$ cat config.mk
export PLATFORM = sky130hd
export DESIGN_NAME = systolic_sequencer
export DESIGN_NICKNAME = d
export VERILOG_FILES = /design/src/rtl/systolic_sequencer.sv
export SDC_FILE = /design/constraint.sdc
export NUM_CORES = 2
export LEC_CHECK = 0
export ABC_AREA = 1
export ABC_CLOCK_PERIOD_IN_PS = 35600
export CORE_UTILIZATION = 45
export DETAILED_ROUTE_END_ITERATION = 10
export PLACE_DENSITY = 0.75
export SLEW_MARGIN = 5
export SYNTH_ARGS = -nofsm -noshare
export SYNTH_HDL_FRONTEND = slang
export SYNTH_SLANG_ARGS = --single-unit
$ cat constraint.sdc
create_clock -name clk -period 35.6 [get_ports clk]
set_clock_uncertainty 0.05 [all_clocks]
set_input_delay 7.12 -clock clk [delete_from_list [all_inputs] [get_ports clk]]
set_output_delay 7.12 -clock clk [all_outputs]
set_load 0.03 [all_outputs]
$ cat src/rtl/systolic_sequencer.sv
// systolic_sequencer: job controller that buffers an NxN A/B operand pair, feeds systolic_array and returns its result beats
// Ports: clk/rst_n (async active-low); load_* host operand-row port; start/busy/done/err job control;
//   sa_clr_n, sa_valid_in, sa_a_out, sa_b_out drive the array; sa_valid_out, sa_c_in come back from it;
//   res_valid/res_ready/res_row/res_data return captured beats to the host.
// Optional: define SEQ_TIMEOUT_EN for a FLUSH/COLLECT watchdog that pulses err after TIMEOUT idle cycles.
module systolic_sequencer #(
    parameter int DATAWIDTH = 16,
    parameter int N_SIZE    = 5,
    parameter int TIMEOUT   = 64
) (
    input  logic                            clk,
    input  logic                            rst_n,
    input  logic                            load_valid,
    output logic                            load_ready,
    input  logic                            load_sel,
    input  logic [$clog2(N_SIZE)-1:0]       load_row,
    input  logic [N_SIZE*DATAWIDTH-1:0]     load_data,
    input  logic                            start,
    output logic                            busy,
    output logic                            done,
    output logic                            err,
    output logic                            sa_clr_n,
    output logic                            sa_valid_in,
    output logic [N_SIZE*DATAWIDTH-1:0]     sa_a_out,
    output logic [N_SIZE*DATAWIDTH-1:0]     sa_b_out,
    input  logic                            sa_valid_out,
    input  logic [N_SIZE*2*DATAWIDTH-1:0]   sa_c_in,
    output logic                            res_valid,
    input  logic                            res_ready,
    output logic [$clog2(N_SIZE)-1:0]       res_row,
    output logic [N_SIZE*2*DATAWIDTH-1:0]   res_data
);
    localparam int RW = $clog2(N_SIZE);
    localparam int CW = RW + 1;
    localparam int DW = DATAWIDTH;
    localparam int W  = N_SIZE * DATAWIDTH;

    typedef enum logic [2:0] {IDLE, CLEAR, FEED, FLUSH, COLLECT, DRAIN} state_t;

    state_t            state;
    logic [W-1:0]      a_buf [N_SIZE];
    logic [W-1:0]      b_buf [N_SIZE];
    logic [2*W-1:0]    r_buf [N_SIZE];
    logic [N_SIZE-1:0] a_mask, b_mask;
    logic [CW-1:0]     cnt;
    logic [RW-1:0]     nk;
    logic [W-1:0]      a_nxt, b_nxt;
    logic              wr;

`ifdef SEQ_TIMEOUT_EN
    localparam int TW = $clog2(TIMEOUT + 1);
    logic [TW-1:0] wd;
`else
    localparam int unused_timeout = TIMEOUT;
`endif

    assign wr = state == IDLE && load_valid && {1'b0, load_row} < CW'(N_SIZE);

    // nk is the next FEED beat (column of A / row of B) or the next DRAIN read index
    always_comb begin
        nk = (state == CLEAR) ? '0 : cnt[RW-1:0] + RW'(1);
        b_nxt = b_buf[nk];
        a_nxt = '0;
        for (int i = 0; i < N_SIZE; i++) a_nxt[i*DW +: DW] = a_buf[i][nk*DW +: DW];
    end

    always_ff @(posedge clk) begin
        if (wr && !load_sel) a_buf[load_row] <= load_data;
        if (wr && load_sel) b_buf[load_row] <= load_data;
        if ((state == FLUSH || state == COLLECT) && sa_valid_out) r_buf[cnt[RW-1:0]] <= sa_c_in;
    end

    always_ff @(posedge clk or negedge rst_n) begin
        if (!rst_n) begin
            state       <= IDLE;
            cnt         <= '0;
            a_mask      <= '0;
            b_mask      <= '0;
            busy        <= 1'b0;
            done        <= 1'b0;
            err         <= 1'b0;
            load_ready  <= 1'b1;
            sa_clr_n    <= 1'b1;
            sa_valid_in <= 1'b0;
            sa_a_out    <= '0;
            sa_b_out    <= '0;
            res_valid   <= 1'b0;
            res_row     <= '0;
            res_data    <= '0;
`ifdef SEQ_TIMEOUT_EN
            wd          <= '0;
`endif
        end else begin
            done     <= 1'b0;
            err      <= 1'b0;
            sa_clr_n <= 1'b1;
            case (state)
                IDLE: begin
                    if (wr && !load_sel) a_mask[load_row] <= 1'b1;
                    if (wr && load_sel) b_mask[load_row] <= 1'b1;
                    // masks sampled before this cycle's write
                    if (start && &a_mask && &b_mask) begin
                        state      <= CLEAR;
                        busy       <= 1'b1;
                        load_ready <= 1'b0;
                        sa_clr_n   <= 1'b0;
                    end
                end
                CLEAR: begin
                    state       <= FEED;
                    cnt         <= '0;
                    sa_valid_in <= 1'b1;
                    sa_a_out    <= a_nxt;
                    sa_b_out    <= b_nxt;
                end
                FEED: begin
                    if (cnt == CW'(N_SIZE - 1)) begin
                        state       <= FLUSH;
                        cnt         <= '0;
                        sa_valid_in <= 1'b0;
                        sa_a_out    <= '0;
                        sa_b_out    <= '0;
`ifdef SEQ_TIMEOUT_EN
                        wd          <= '0;
`endif
                    end else begin
                        cnt      <= cnt + CW'(1);
                        sa_a_out <= a_nxt;
                        sa_b_out <= b_nxt;
                    end
                end
                FLUSH, COLLECT: begin
                    if (sa_valid_out) begin
`ifdef SEQ_TIMEOUT_EN
                        wd <= '0;
`endif
                        if (cnt == CW'(N_SIZE - 1)) begin
                            state     <= DRAIN;
                            cnt       <= '0;
                            res_valid <= 1'b1;
                            res_row   <= '0;
                            // with a single-beat job, beat 0 is still being written
                            res_data  <= (cnt == '0) ? sa_c_in : r_buf[0];
                        end else begin
                            state <= COLLECT;
                            cnt   <= cnt + CW'(1);
                        end
                    end
`ifdef SEQ_TIMEOUT_EN
                    else if (wd == TW'(TIMEOUT - 1)) begin
                        state      <= IDLE;
                        err        <= 1'b1;
                        a_mask     <= '0;
                        b_mask     <= '0;
                        busy       <= 1'b0;
                        load_ready <= 1'b1;
                        cnt        <= '0;
                    end else begin
                        wd <= wd + TW'(1);
                    end
`endif
                end
                DRAIN: begin
                    if (res_ready) begin
                        if (cnt == CW'(N_SIZE - 1)) begin
                            state      <= IDLE;
                            done       <= 1'b1;
                            a_mask     <= '0;
                            b_mask     <= '0;
                            busy       <= 1'b0;
                            load_ready <= 1'b1;
                            res_valid  <= 1'b0;
                            res_row    <= '0;
                            res_data   <= '0;
                            cnt        <= '0;
                        end else begin
                            cnt      <= cnt + CW'(1);
                            res_row  <= nk;
                            res_data <= r_buf[nk];
                        end
                    end
                end
                default: state <= IDLE;
            endcase
        end
    end
endmodule

# Yosys cells after proc, flatten, opt, wreduce, memory -nomap -nowiden
# Memories as Yosys holds them, arrays and structs flattened.
# Cells that the tools add are included.
# classes
n_mux	56
reduce_logical	27
n_addsub	2
bitwise_logic	2
order_cmp	3
eq_ne	14
shift	5
# op_table
cell	n
160-bit two-way mux	5
80-bit by 8-bit indexed part select with 16-bit output	5
160-bit case mux with 2 select lines	1
80-bit case mux with 2 select lines	2
80-bit two-way mux	2
3-bit two-way mux	9
1-bit two-way mux	20
5-bit two-way mux	4
5-bit case mux with 2 select lines	2
5-bit AND reduction	4
4-bit case mux with 4 select lines	1
4-bit AND reduction	4
3-bit case mux with 5 select lines	1
4-bit two-way mux	3
2-bit inequality test (second input constant)	5
5-bit bitwise OR	2
1-bit logical AND	8
1-bit case mux with 2 select lines	4
3-bit by 2-bit equality test with 1-bit output (second input constant)	2
3-bit equality test (second input constant)	2
2-bit by 1-bit inequality test with 1-bit output (second input constant)	3
3-bit case mux with 2 select lines	1
2-bit nonzero test	3
4-bit by 1-bit adder with 4-bit output (second input constant)	1
other kinds (15)	15
# word_totals
mem_bits_rw	1600
out_inout_bits	330
input_bits	250
elab_cells	126
register_bits	346
n_memories	3
# mem_list
memory	words	width	rd	rd_ports_with_merged_regs	write_ports	line	source
r_buf	5	160	2	0	1	43	logic [2*W-1:0] r_buf [N_SIZE];
a_buf	5	80	5	0	1	41	logic [W-1:0] a_buf [N_SIZE];
b_buf	5	80	1	0	1	42	logic [W-1:0] b_buf [N_SIZE];

# Logic depth before layout (Yosys ltp)
# logic_depth
depth_word	7
mapped_depth	16
mapped_depth_nobuf	11

# Worst setup path after synthesis
# Ideal clock, no wire load.
# synth_timing
path_kind	input port to flip-flop
from	input sa_valid_out
to	memory r_buf[0][0] (netlist bit) (enable)
t_arrival_ns	22.280
setup_time_ns	1.071
stages	2
path_slack_ns	12.199
t_required_ns	34.479
n_path_buf	0
cell_sequence	nand2_1 nor4_1
# synth_between
elab_chain_cells	3
# synth_lines
item	line	source
from (decl)	26	input logic sa_valid_out,
1-bit logical AND	70	if ((state == FLUSH || state == COLLECT) && sa_valid_out) r_buf[cnt[RW-1:0]] <= sa_c_in;
1-bit two-way mux	70	
1-bit two-way mux (not written as such)	70	
to (decl)	43	
# No other way between the ends.

# Worst setup path in the final report
# layout_timing
from	input res_ready
to	register res_data[19]
# layout_between
elab_chain_cells	2
# layout_lines
item	line	source
from (decl)	29	input logic res_ready,
2-bit inequality test (no line)	--	
4-bit AND reduction (no line)	--	
to (signal assigned)	143	res_data <= (cnt == '0) ? sa_c_in : r_buf[0];
to (signal assigned)	179	res_data <= r_buf[nk];
to (decl)	31	output logic [N_SIZE*2*DATAWIDTH-1:0] res_data
# No other way between the ends.
# A chain may end at the register's enable or synchronous reset.

==> run summary <==
The run finished with clean final reports. The initial core utilization is 0.455. The net count reported at finish came out at 7,879. The number of endpoints with negative hold slack in the final report came out at 0. Setup violations remaining at the end of the flow were counted as 0. Counting along the longest clock path gives a buffer depth of 3.

The all-layer global routing usage came out at 0.254. The maximum fanout count along the critical path is 70. The per-cell via count in the routed design came out at 5.59. The global-route wire length before repair is 344 mm. The post-route core utilization is 0.533.

The count of buffers added by post-CTS timing repair for setup is 0. The most common library cell in the layout ignoring fill and taps is sky130_fd_sc_hd__nand2_1. The critical path required time came out at 36.31 ns. The floorplan step defined a core boundary enclosing 175,000 um2.

The register bit total from synthesis came out at 1,946. The site row count came out at 153. The instance count of the mapped netlist came out at 7,260. The total I/O pin count came out at 580. In the final routed layout, each cell accounts on average for 22.8 um. Across the whole layout, storage elements account for 56,700 um2.

Total power for the finished layout comes to 0.00830 W. The power density of the placed cells came out at 89.0 nW/um2. The post-synth net total is 7,512. The maximum resistive drop on vdd came out at 83.2 uV. The cell area after technology mapping is 79,600 um2.

The static leakage power is 35.9 nW. The number of remaining DRC errors is 0. The number of fill cells came out at 14,500.

The count of vias placed by the detailed router is 56,700. The number of buffers inserted by hold repair at cts came out at 0. After synthesis, the share of flip-flops with an asynchronous set or reset is 0.178. Setup repair after global routing left no endpoint under its margin. The worst-case headroom to the max-slew limit came out at 0.0887. The via count of the first global-routing pass is 54,100. The y dimension of the die is 422 um. The synthesized area per cell came out at 11.0 um2. In this run the remaining antenna-violating nets after routing total 0. The transition time of the tightest slew-check pin came out at 1.37 ns. For this run, the leading register cell type out of synthesis is sky130_fd_sc_hd__edfxtp_1. TritonCTS built the clock tree.

The clock sink count came out at 1,946. The number of max-capacitance violations reported came out at 0. The min-delay analysis places its worst path in the category reg2reg. The sequential-to-total area share from yosys stat is 0.713.

The total congestion overflow after global routing came out at 0. The maximum level of the CTS H-tree came out at 4. The CTS clock-pin slew for the worst setup and hold paths came out at 0.06 ns. The quantity of gates resized following cts came out at 0. The critical path in this run is classified as in2reg. The library cell occupying the most area in the post-synthesis netlist is sky130_fd_sc_hd__edfxtp_1.

The total count of max-transition violations in the final report is 0. The unique cell type count in the Yosys netlist came out at 32. The total area of multi-input combinational cells came out at 20,300 um2. The signal on the critical path passes through clkdlybuf4s50_1, inv_1, nand2_1, nand2_1, inv_1, nand2_4, buf_4, buf_4, nor2_1, a21oi_1. The global placement routability congestion is 0.856. The worst setup path is captured at a register. The die span in x came out at 422 um. The share of layout cells above drive strength 1 came out at 0.0593. The routed design has 232 mm of wire. The latest clock arrival within the worst-skew pair came out at 0.85 ns. The share of the synthesized area in the top cell type is 0.604. For this design, the slowest cell found on the critical path is sky130_fd_sc_hd__buf_4. The final period utilization is 0.283. The post-route minimum period is 10.09 ns. The wire-length estimate of the detail-placed layout is 136 mm. The count of port buffers added during placement came out at 578. The final setup TNS is 0 ns. For this run, the number of Yosys warnings is 0. In the layout the commonest cells are sky130_fd_sc_hd__nand2_1 (2,158), sky130_fd_sc_hd__edfxtp_1 (1,600), sky130_fd_sc_hd__nand3_1 (1,363).

The pre-antenna-repair detailed-routing pass consisted of 9 iterations. The number of enable flip-flop cells after synthesis came out at 1,600. The worst endpoint data arrival time is 10.80 ns.

The die area came out at 179,000 um2. The area added between synthesis and finish is 17.2%. The total CTS buffers is 192. The maximum clock rate is 0.0991 GHz. By area the synthesized netlist is led by sky130_fd_sc_hd__edfxtp_1 (60%), sky130_fd_sc_hd__dfrtp_1 (11%), sky130_fd_sc_hd__nand2_1 (10%).

The pin count of the biggest net entering global routing is 238. The kind of cell with the highest combined delay along the critical path is buffers and inverters. The critical path's largest stage delay is 0.81 ns.

The critical path contains buffers and inverters numbering 5 combined. The library cell used as clock root buffer is sky130_fd_sc_hd__clkbuf_16. The number of DRC markers in iteration 0 is 6,843.

The number of antenna violations at the first check in global routing came out at 33. STA classifies the critical path startpoint as an input pin.
-- stage by stage --
| stage | cell area [um2] | worst slack, ns | instances | hold WS [ns] |
|---|---|---|---|---|
| 6_report | 93200 | 25.51 | 10100 | 0.419 |
| 5_1_grt | 93200 | 25.42 | 10100 | 0.438 |
| 4_1_cts | 93200 | 25.58 | 10100 | 0.420 |
| 3_5_place_dp | 87100 | 24.64 | 9758 | 0.412 |
| 3_3_place_gp | 87100 | 24.76 | 9758 | 0.408 |
| 2_1_floorplan | 79600 | 12.20 | 7260 | 0.411 |
-- worst min-delay path, stage by stage, from the launching register on --
cell and delay, ns:
sky130_fd_sc_hd__dfstp_2 0.37, sky130_fd_sc_hd__nand2_1 0.05, sky130_fd_sc_hd__nand2_1 0.05
-- worst paths after layout --
kind / slack (ns) / start / depth (start not counted) / end
min: 0.42 / load_ready$_DFFE_PN1P_ / 2 / load_ready$_DFFE_PN1P_
max: 25.51 / res_ready / 10 / res_data[19]$_DFFE_PN0P_
min in group asynchronous: 6.23 / rst_n / 1 / res_data[101]$_DFFE_PN0P_
max in group asynchronous: 27.01 / rst_n / 3 / sa_a_out[37]$_DFFE_PN0P_
min reg2reg: 0.42 / load_ready$_DFFE_PN1P_ / 2 / load_ready$_DFFE_PN1P_
max reg2reg: 29.40 / cnt[0]$_DFFE_PN0P_ / 11 / res_data[57]$_DFFE_PN0P_
-- routing by layer --
metal  GRT usage  routed length [um]  up-vias
met5           0                 160        -
met4       0.129               12400       28
met2       0.422              113000     2990
met1       0.320               86100    27600
met3      0.0443               19500      493
li1            -                   -    25600
-- synthesized netlist by cell type (80+ instances only) --
cell type / instances
sky130_fd_sc_hd__edfxtp_1: 1600
sky130_fd_sc_hd__o211ai_1: 80
sky130_fd_sc_hd__clkbuf_1: 237
sky130_fd_sc_hd__inv_1: 181
sky130_fd_sc_hd__o21ai_0: 107
sky130_fd_sc_hd__buf_2: 165
sky130_fd_sc_hd__nand3_1: 1364
sky130_fd_sc_hd__dfrtp_1: 344
sky130_fd_sc_hd__a21oi_1: 154
sky130_fd_sc_hd__or2_2: 80
sky130_fd_sc_hd__nor2_1: 666
sky130_fd_sc_hd__nand2_1: 2161
-- report_power, final --
group          switching (W)  leakage, nW  total (W)  internal [W]
clock               0.000872         2.96    0.00196       0.00109
combinational        0.00240         14.5    0.00339      0.000987
sequential          0.000182         18.4    0.00295       0.00277
-- state kept, by name, indices dropped and copies added, names as in the netlist, 3 cells and up --
signal	count
res_data	160
r_buf	800
a_buf	400
cnt	4
a_mask	5
sa_b_out	80
res_row	3
b_mask	5
b_buf	400
state	3
sa_a_out	80
-- cell families (layout without fill, tap and decap cells) --
| group | after synthesis | after routing | share of synthesized area |
|---|---|---|---|
| other | 1 | 24 | 0.0000471 |
| AOI/OAI and AO/OA | 344 | 344 | 0.0243 |
| buffers and inverters | 667 | 1201 | 0.0347 |
| adders and majority gates | 2 | 2 | 0.000314 |
| DFF | 1946 | 1946 | 0.713 |
| xor gates and xnor gates | 2 | 2 | 0.000315 |
| and+or+nand+nor | 4298 | 4298 | 0.228 |
-- area by class of cell --
cell class | instances | share of cell area
timing repair buffer | 649 | 0.0688
inverter | 191 | 0.00790
multi-input combinational | 4647 | 0.218
clock buffer | 295 | 0.0589
clock inverter | 66 | 0.00637
antenna | 23 | 0.000617
sequential | 1946 | 0.608
tap | 2325 | 0.0312
(Power assumes the default switching activity.)
